$ cat config.mk
export PLATFORM = sky130hd
export DESIGN_NAME = turn_input_conditioner
export DESIGN_NICKNAME = d
export VERILOG_FILES = /design/src/rtl/turn_pkg.sv /design/src/rtl/turn_debounce_ch.sv /design/src/rtl/turn_input_conditioner.sv
export SDC_FILE = /design/constraint.sdc
export NUM_CORES = 1
export LEC_CHECK = 0
export ABC_CLOCK_PERIOD_IN_PS = 2650
export CORE_UTILIZATION = 40
export CTS_CLUSTER_SIZE = 25
export DETAILED_ROUTE_END_ITERATION = 6
export GPL_TIMING_DRIVEN = 0
export SLEW_MARGIN = 10
export SYNTH_ARGS = -nofsm -noshare
export SYNTH_HDL_FRONTEND = slang
export SYNTH_SLANG_ARGS = --single-unit
$ cat constraint.sdc
create_clock -name clk -period 2.65 [get_ports clk]
set_input_delay 0.265 -clock clk [delete_from_list [all_inputs] [get_ports clk]]
set_output_delay 0.265 -clock clk [all_outputs]
set_load 0.01 [all_outputs]
$ cat src/rtl/turn_pkg.sv
// -----------------------------------------------------------------------------
// turn_pkg
//   Shared types and default timing constants for the turn-signal input
//   conditioner.
//
//   db_state_t           : per-channel debounce FSM state encoding
//   DEF_DEBOUNCE_CYCLES  : default debounce window (10 ms at 50 MHz)
//   DEF_STEP_DIV         : default step-tick period (0.25 s at 50 MHz)
// -----------------------------------------------------------------------------
package turn_pkg;

  typedef enum logic [1:0] {
    S_LOW  = 2'd0,
    S_RISE = 2'd1,
    S_HIGH = 2'd2,
    S_FALL = 2'd3
  } db_state_t;

  localparam int DEF_DEBOUNCE_CYCLES = 500000;
  localparam int DEF_STEP_DIV        = 12500000;

endpackage

$ cat src/rtl/turn_debounce_ch.sv
// -----------------------------------------------------------------------------
// turn_debounce_ch
//   One input channel: a 2-flop synchroniser followed by a 4-state debounce
//   FSM. A new level is accepted only after it has been seen on the
//   synchronised signal for DEBOUNCE_CYCLES consecutive cycles; any earlier
//   reversal sends the FSM back to its settled state and discards progress.
//
// Ports
//   clk       in   system clock, posedge
//   rst_n     in   asynchronous active-low reset
//   raw_i     in   raw switch level, asynchronous to clk
//   stable_o  out  debounced level (registered)
// -----------------------------------------------------------------------------
module turn_debounce_ch
  import turn_pkg::*;
#(
  parameter int DEBOUNCE_CYCLES = DEF_DEBOUNCE_CYCLES,
  parameter int DB_W            = $clog2(DEBOUNCE_CYCLES)
) (
  input  logic clk,
  input  logic rst_n,
  input  logic raw_i,
  output logic stable_o
);

  localparam logic [DB_W-1:0] DB_LAST = DB_W'(DEBOUNCE_CYCLES - 1);
  localparam logic [DB_W-1:0] DB_ONE  = DB_W'(1);

  logic            meta_q;
  logic            sync_q;
  db_state_t       state_q, state_d;
  logic [DB_W-1:0] cnt_q, cnt_d;
  logic            stable_q, stable_d;

  // Two-flop synchroniser; meta_q may go metastable and is never used directly.
  always_ff @(posedge clk or negedge rst_n) begin
    if (!rst_n) begin
      meta_q <= 1'b0;
      sync_q <= 1'b0;
    end else begin
      meta_q <= raw_i;
      sync_q <= meta_q;
    end
  end

  always_ff @(posedge clk or negedge rst_n) begin
    if (!rst_n) begin
      state_q  <= S_LOW;
      cnt_q    <= '0;
      stable_q <= 1'b0;
    end else begin
      state_q  <= state_d;
      cnt_q    <= cnt_d;
      stable_q <= stable_d;
    end
  end

  // The count only advances in the transitional states and is cleared on
  // every exit from them, so it never exceeds DB_LAST and cannot wrap.
  always_comb begin
    state_d  = state_q;
    cnt_d    = cnt_q;
    stable_d = stable_q;
    unique case (state_q)
      S_LOW: begin
        if (sync_q) begin
          state_d = S_RISE;
          cnt_d   = DB_ONE;
        end else begin
          cnt_d   = '0;
        end
      end
      S_RISE: begin
        if (!sync_q) begin
          state_d = S_LOW;
          cnt_d   = '0;
        end else if (cnt_q == DB_LAST) begin
          state_d  = S_HIGH;
          stable_d = 1'b1;
          cnt_d    = '0;
        end else begin
          cnt_d   = cnt_q + DB_ONE;
        end
      end
      S_HIGH: begin
        if (!sync_q) begin
          state_d = S_FALL;
          cnt_d   = DB_ONE;
        end else begin
          cnt_d   = '0;
        end
      end
      S_FALL: begin
        if (sync_q) begin
          state_d = S_HIGH;
          cnt_d   = '0;
        end else if (cnt_q == DB_LAST) begin
          state_d  = S_LOW;
          stable_d = 1'b0;
          cnt_d    = '0;
        end else begin
          cnt_d   = cnt_q + DB_ONE;
        end
      end
      default: begin
        state_d  = S_LOW;
        cnt_d    = '0;
        stable_d = 1'b0;
      end
    endcase
  end

  assign stable_o = stable_q;

endmodule

$ cat src/rtl/turn_input_conditioner.sv
// -----------------------------------------------------------------------------
// turn_input_conditioner
//   Front end for the turn-signal sequencer. Raw left/right switches are
//   synchronised and debounced per channel, arbitrated into mutually
//   exclusive registered requests, and a prescaler produces a blink-step
//   pulse while any request is active.
//
//   Optional feature macro: TURN_HAZARD_EN
//     defined   : both channels high -> hazard=1 (conflict=0), prescaler runs
//     undefined : both channels high -> conflict=1, hazard tied 0
//
// Ports
//   clk        in   system clock, posedge
//   rst_n      in   asynchronous active-low reset
//   left_raw   in   raw left switch (asynchronous, may bounce)
//   right_raw  in   raw right switch (asynchronous, may bounce)
//   left       out  clean left request (left alone stable-high)
//   right      out  clean right request (right alone stable-high)
//   conflict   out  both channels stable-high (error)
//   hazard     out  both channels stable-high, hazard mode
//   step_tick  out  one-cycle pulse every STEP_DIV cycles while a request is on
// -----------------------------------------------------------------------------
module turn_input_conditioner
  import turn_pkg::*;
#(
  parameter int DEBOUNCE_CYCLES = DEF_DEBOUNCE_CYCLES,
  parameter int STEP_DIV        = DEF_STEP_DIV,
  parameter int DB_W            = $clog2(DEBOUNCE_CYCLES),
  parameter int STEP_W          = $clog2(STEP_DIV)
) (
  input  logic clk,
  input  logic rst_n,
  input  logic left_raw,
  input  logic right_raw,
  output logic left,
  output logic right,
  output logic conflict,
  output logic hazard,
  output logic step_tick
);

  localparam logic [STEP_W-1:0] STEP_LAST = STEP_W'(STEP_DIV - 1);
  localparam logic [STEP_W-1:0] STEP_ONE  = STEP_W'(1);

  logic ls, rs;

  turn_debounce_ch #(
    .DEBOUNCE_CYCLES (DEBOUNCE_CYCLES),
    .DB_W            (DB_W)
  ) u_left (
    .clk      (clk),
    .rst_n    (rst_n),
    .raw_i    (left_raw),
    .stable_o (ls)
  );

  turn_debounce_ch #(
    .DEBOUNCE_CYCLES (DEBOUNCE_CYCLES),
    .DB_W            (DB_W)
  ) u_right (
    .clk      (clk),
    .rst_n    (rst_n),
    .raw_i    (right_raw),
    .stable_o (rs)
  );

  // ---- arbitration stage ----------------------------------------------------
  logic left_q, left_d;
  logic right_q, right_d;
  logic conflict_q, conflict_d;
  logic hazard_q, hazard_d;

  always_comb begin
    left_d     = ls & ~rs;
    right_d    = rs & ~ls;
`ifdef TURN_HAZARD_EN
    conflict_d = 1'b0;
    hazard_d   = ls & rs;
`else
    conflict_d = ls & rs;
    hazard_d   = 1'b0;
`endif
  end

  always_ff @(posedge clk or negedge rst_n) begin
    if (!rst_n) begin
      left_q     <= 1'b0;
      right_q    <= 1'b0;
      conflict_q <= 1'b0;
      hazard_q   <= 1'b0;
    end else begin
      left_q     <= left_d;
      right_q    <= right_d;
      conflict_q <= conflict_d;
      hazard_q   <= hazard_d;
    end
  end

  // ---- step prescaler stage -------------------------------------------------
  // The count starts on the first edge that sees an active request, so the
  // first tick lands STEP_DIV edges after the request output rises. Dropping
  // to idle clears the count, so a new request always starts a full period.
  logic              run;
  logic [STEP_W-1:0] step_cnt_q, step_cnt_d;
  logic              tick_q, tick_d;

  assign run = left_q | right_q | hazard_q;

  always_comb begin
    step_cnt_d = '0;
    tick_d     = 1'b0;
    if (run) begin
      if (step_cnt_q == STEP_LAST) begin
        step_cnt_d = '0;
        tick_d     = 1'b1;
      end else begin
        step_cnt_d = step_cnt_q + STEP_ONE;
      end
    end
  end

  always_ff @(posedge clk or negedge rst_n) begin
    if (!rst_n) begin
      step_cnt_q <= '0;
      tick_q     <= 1'b0;
    end else begin
      step_cnt_q <= step_cnt_d;
      tick_q     <= tick_d;
    end
  end

  assign left      = left_q;
  assign right     = right_q;
  assign conflict  = conflict_q;
  assign hazard    = hazard_q;
  // A tick registered on the same edge the request dropped must not leak out.
  assign step_tick = tick_q & run;

endmodule

==> Yosys cells after proc, flatten, opt, wreduce, memory -nomap -nowiden <==
Index checks and enable logic that the tools add are counted.
{ "op_classes": {"add_sub_neg": 3, "bitwise": 7, "mux": 40, "n_reduce_logical": 8, "n_eq_ne": 25} }
{ "op_table": {"columns": ["cell", "n"], "rows": [
  ["19-bit one-hot mux with 4 select lines", 2],
  ["19-bit 2-to-1 mux", 6],
  ["24-bit 2-to-1 mux", 2],
  ["19-bit by 1-bit adder with 19-bit output (second input constant)", 2],
  ["19-bit equality test (second input constant)", 2],
  ["24-bit by 1-bit adder with 24-bit output (second input constant)", 1],
  ["24-bit equality test (second input constant)", 1],
  ["2-bit 2-to-1 mux", 12],
  ["2-bit by 1-bit inequality test with 1-bit output (second input constant)", 8],
  ["2-bit one-hot mux with 4 select lines", 2],
  ["1-bit 2-to-1 mux", 14],
  ["5-bit AND reduction", 2],
  ["2-bit equality test (second input constant)", 4],
  ["2-bit inequality test (second input constant)", 4],
  ["4-bit AND reduction", 2],
  ["3-bit by 1-bit inequality test with 1-bit output (second input constant)", 2],
  ["3-bit inequality test (second input constant)", 2],
  ["1-bit bitwise AND", 4],
  ["2-bit by 1-bit equality test with 1-bit output (second input constant)", 2],
  ["2-bit logical NOT", 2],
  ["1-bit one-hot mux with 2 select lines", 2],
  ["2-bit nonzero test", 2],
  ["1-bit NOT", 2],
  ["1-bit OR", 1]
]} }
{ "word_totals": {"elab_cells": 98, "regBits": 76, "out_inout_bits": 5} }

==> Longest topological paths before layout <==
Gate-level depths: netlist (run 1).
{ "logic_depth": {"ltp_word": 4, "mapped_depth": 6} }

==> Cells and area by module <==
From an unflattened synthesis (run 1), not the netlist that was laid out.
{ "unflattened": {"hier_cells": 368, "area_unflattened_um2": 3777.4} }
{ "by_module_without_submodules": {"columns": ["mod", "area_each_um2", "cells_per_inst", "n_inst"], "rows": [
  ["turn_debounce_ch", 1189.9, 112, 2],
  ["turn_input_conditioner", 1397.6, 144, 1]
]} }

==> Worst setup path before layout (run 1) <==
No wires, ideal clock.
{ "synth_timing": {"path_kind": "register to register", "start": "register u_right.cnt_q[10]", "end": "register with a tool-made name", "setup_ps": 128, "n_path_buf": 1, "setup_slack_ps": 535, "arrival_time_ps": 1987, "required_time_ps": 2522, "stages_incl_launch_ff": 6, "path_cell_list": "dfrtp_1 or4_1 or4_1 buf_6 nor3_4 mux2_1"} }
{ "synth_rtl": {"columns": ["element", "line", "source"], "rows": [
  ["from (decl)", "turn_debounce_ch.sv:32", "logic [DB_W-1:0] cnt_q, cnt_d;"],
  ["from (signal assigned)", "turn_debounce_ch.sv:53", "cnt_q <= cnt_d;"]
]} }

==> Worst setup path in the final report (run 1) <==
{ "layout_timing": {"start": "register step_cnt_q[14]", "end": "register step_cnt_q[3]"} }
{ "layout_between": {"elab_chain_len": 3} }
{ "layout_lines": {"columns": ["element", "line", "source"], "rows": [
  ["from (decl)", "turn_input_conditioner.sv:104", "logic [STEP_W-1:0] step_cnt_q, step_cnt_d;"],
  ["from (signal assigned)", "turn_input_conditioner.sv:127", "step_cnt_q <= step_cnt_d;"],
  ["24-bit equality test", "turn_input_conditioner.sv:113", "if (step_cnt_q == STEP_LAST) begin"],
  ["24-bit 2-to-1 mux", "turn_input_conditioner.sv:113", null],
  ["24-bit 2-to-1 mux", "turn_input_conditioner.sv:112", "if (run) begin"],
  ["via step_cnt_d[3]", "turn_input_conditioner.sv:104", null]
]} }
The timed path passes the listed nets, and every way through them passes these cells.
A chain may end at the register's enable or synchronous reset.

==> summary.txt, run 1 <==
STA
  • Tmin final: 2.36 ns
  • Unrepaired setup endpoints after global routing: no
  • Final period utilization: 88.9%
  • Fin. max-slew vios: 0
  • Slew margin rel.: 45.8%
  • Worst setup margin: 0.293 ns
  • Fin. Hold Viols: 0
  • Final setup violation count: 0
  • Hold WS: 0.348 ns
  • Worst slew pin tran: 0.811 ns
  • Final setup skew: 0.0110 ns
  • Achievable frequency: 0.424 GHz

Worst setup path
  • Delay-heaviest family, CP: compound AO/OA/AOI/OAI gates
  • Worst Path Required: 2.86 ns
  • Stages on the worst setup path: 5
  • Type of element launching the critical path: flop
  • Worst path slowest cell: o32ai_1
  • Endpoint class of the critical path: flop
  • WS Path Type: flop to flop
  • WP buf/inv: 1
  • Delay of the slowest critical-path stage: 0.75 ns
  • Worst reg2reg path depth: 5
  • CP cell instances: nor4_1 > nand4_1 > o32ai_1 > clkbuf_1 > nor2_1
  • Critical path arrival: 2.57 ns
  • Crit-path max FO: 10

Place
  • Placed standard-cell area: 3870 um^2
  • Gpl congestion: 0.748
  • Post-DP HPWL: 4690 um
  • Setup WS pre-CTS: 0.287 ns
  • Port bufs: 7

Clock network
  • H-tree levels: 3
  • CTS tree: yes
  • Post-CTS sizing: 0
  • Skew-Pair Late Insertion Delay: 0.35 ns
  • CTS Sinks: 76
  • CTS Buffer Depth: 2
  • CTS Root Cell: clkbuf_8
  • Worst-path clk slew: 0.07 ns
  • CTS buffer count: 9

Floorplanning
  • Starting density of the core: 41.6%
  • I/O Pins: 9
  • Die footprint: 9500 um^2
  • Die Width: 97.5 um
  • Core ar.: 8760 um^2
  • Die Ht: 97.5 um
  • Row count: 34

Logic synthesis
  • Yosys reg bits: 76
  • Yosys warns: 0
  • Mapped cell area: 3650 um^2
  • Sequential area share after synthesis: 52.1%
  • Synth unique cells: 40
  • Mapped Cells: 366
  • Avg Cell Area, Syn: 9.97 um^2
  • Mapped Nets: 373

Global routing
  • Vias in the first global route: 2,547
  • Initial antenna violation count: 0
  • Remaining Overflow, GRT: 0
  • GRT Total Usage: 15.0%
  • Largest net degree at the start of global routing: 41
  • First-pass GRT wire length: 11,500 um

Drt
  • DR WL/cell: 13.4 um
  • 1st-pass router iterations: 4
  • DR vias/cell: 5.42
  • DRC Markers: 0
  • Final wirelength: 6700 um
  • Vias: 2,700
  • Iteration-0 DRC Markers: 75
  • Post-route ant nets: 0

Worst hold path
  • Hold path cells: 0
  • Worst Hold Class: flop to flop

Final layout
  • Filler Cells Inserted: 830
  • Share of layout cells above drive strength 1: 6.41%
  • Design Area, Final: 4100 um^2
  • Util after Layout: 46.8%
  • Syn-to-layout area delta: 12.5%
  • Antenna Cells: 0
  • Nets@finish: 393

Run
  • MaxCap Viol Count: 0

Pwr
  • Power per cell area: 540 nW/um^2
  • Max VDD drop: 370 uV
  • Pleak: 1.56 nW

Outcome
  • Status: finished clean
## flip-flops by register name (all words and copies together), names as in the netlist, named ones only
| register | count |
|---|---|
| conflict | 1 |
| left | 1 |
| right | 1 |
| step_cnt_q | 24 |
| tick_q | 1 |
| u_left.cnt_q | 19 |
| u_left.meta_q | 1 |
| u_left.stable_o | 1 |
| u_left.state_q | 1 |
| u_left.sync_q | 1 |
| u_right.cnt_q | 19 |
| u_right.meta_q | 1 |
| u_right.stable_o | 1 |
| u_right.state_q | 1 |
| u_right.sync_q | 1 |
## cell type report
type	instances	area, um^2	area share [%]
Sequential cell	76	1900	46.3
Clock buffer	11	151	3.69
Multi-Input combinational cell	268	1640	40.0
Timing Repair Buffer	9	97.6	2.38
Buffer	11	61.3	1.49
Clock inverter	4	72.6	1.77
Inverter	11	41.3	1.01
Tap cell	108	135	3.29
## cells in the mapped netlist, drive strengths merged
cell / count / area [um^2]
and3: 3 / 18.8
and4: 8 / 70.1
nor3b: 1 / 7.51
or3b: 1 / 8.76
xnor2: 17 / 149
nand2: 26 / 97.6
or3: 12 / 75.1
xor2: 17 / 149
dfrtp: 76 / 1900
nor4: 8 / 50.1
o41ai: 2 / 17.5
o32ai: 1 / 8.76
clkbuf: 7 / 26.3
nand4: 13 / 81.3
nand3: 20 / 100
nor3: 6 / 41.3
o21bai: 3 / 33.8
buf: 4 / 35.0
or4: 17 / 128
inv: 11 / 41.3
and2: 3 / 18.8
nand2b: 1 / 6.26
o21ai: 12 / 60.1
nor4bb: 1 / 10.0
nor2: 44 / 165
ha: 3 / 37.5
nand4b: 1 / 8.76
or4bb: 1 / 11.3
mux2: 2 / 22.5
a21oi: 26 / 130
a2bb2oi: 1 / 8.76
conb: 1 / 3.75
nor2b: 3 / 18.8
o31ai: 14 / 105
## cells by family after synthesis
group	Yosys count	synth area share, %
XOR/XNOR	34	8.16
flip-flops	76	52.1
adder cells (fa/ha/maj)	3	1.03
other	1	0.103
AO/OA/AOI/OAI	59	9.98
buffers and inverters	22	2.81
AND/OR/NAND/NOR	169	25.1
multiplexers	2	0.617
## path summary, 6_finish.rpt
kind                           startpoint                end  slack (ns)
min in group asynchronous           rst_n   u_left.cnt_q[16]        0.41
max in group asynchronous           rst_n  u_right.cnt_q[17]        1.66
hold / removal             u_right.meta_q     u_right.sync_q        0.35
setup / recovery           step_cnt_q[14]      step_cnt_q[3]        0.29
setup reg to reg           step_cnt_q[14]      step_cnt_q[3]        0.29
hold reg to reg            u_right.meta_q     u_right.sync_q        0.35
## what timing repair did
action,in CTS,in global routing
hold endpoints to repair,36,0
hold buffers,1,0
setup buffers,0,0
## power by group
group | switching [mW] | internal, mW
Clock | 0.408 | 0.575
Combinational | 0.0413 | 0.0193
Sequential | 0.00590 | 1.17
## cell usage in the layout, fill, tap and decap left out, types with 5 or more instances in the layout
cell type,instances
nor3_1,5
a21oi_1,26
clkbuf_1,7
o21ai_0,11
clkdlybuf4s50_1,6
and4_1,8
nand4_1,13
inv_1,11
or4_1,17
or3_1,12
o31ai_1,14
nor4_1,8
xor2_1,17
nand3_1,20
clkbuf_8,11
nand2_1,26
dfrtp_1,76
nor2_1,44
xnor2_1,17
## routing by layer
| metal | part of all wire, % | track usage (%) | vias up |
|---|---|---|---|
| li1 | - | - | 1369 |
| met1 | 50 | 19.9 | 1288 |
| met2 | 45 | 23.0 | 30 |
| met3 | 3.2 | 4.60 | 13 |
| met4 | 1.9 | 6.00 | 0 |
| met5 | 0 | 0 | - |
## metrics by stage
step / instances / total power, mW / TNS (ns)
after floorplan: 366 / 1.22 / 0
after global placement: 481 / 1.26 / -104.39
after CTS: 498 / 2.25 / 0
final: 498 / 2.22 / 0
after detailed placement: 482 / 1.26 / 0
after global routing: 498 / 2.31 / 0
Note: power is estimated with default switching activity, not from simulation.
==> run 2, diff against run 1 <==
Settings changed: SLEW_MARGIN 10 to 20.
==> results of run 2 <==
The final DEF is identical to that of run 1; final timing and power are the same.
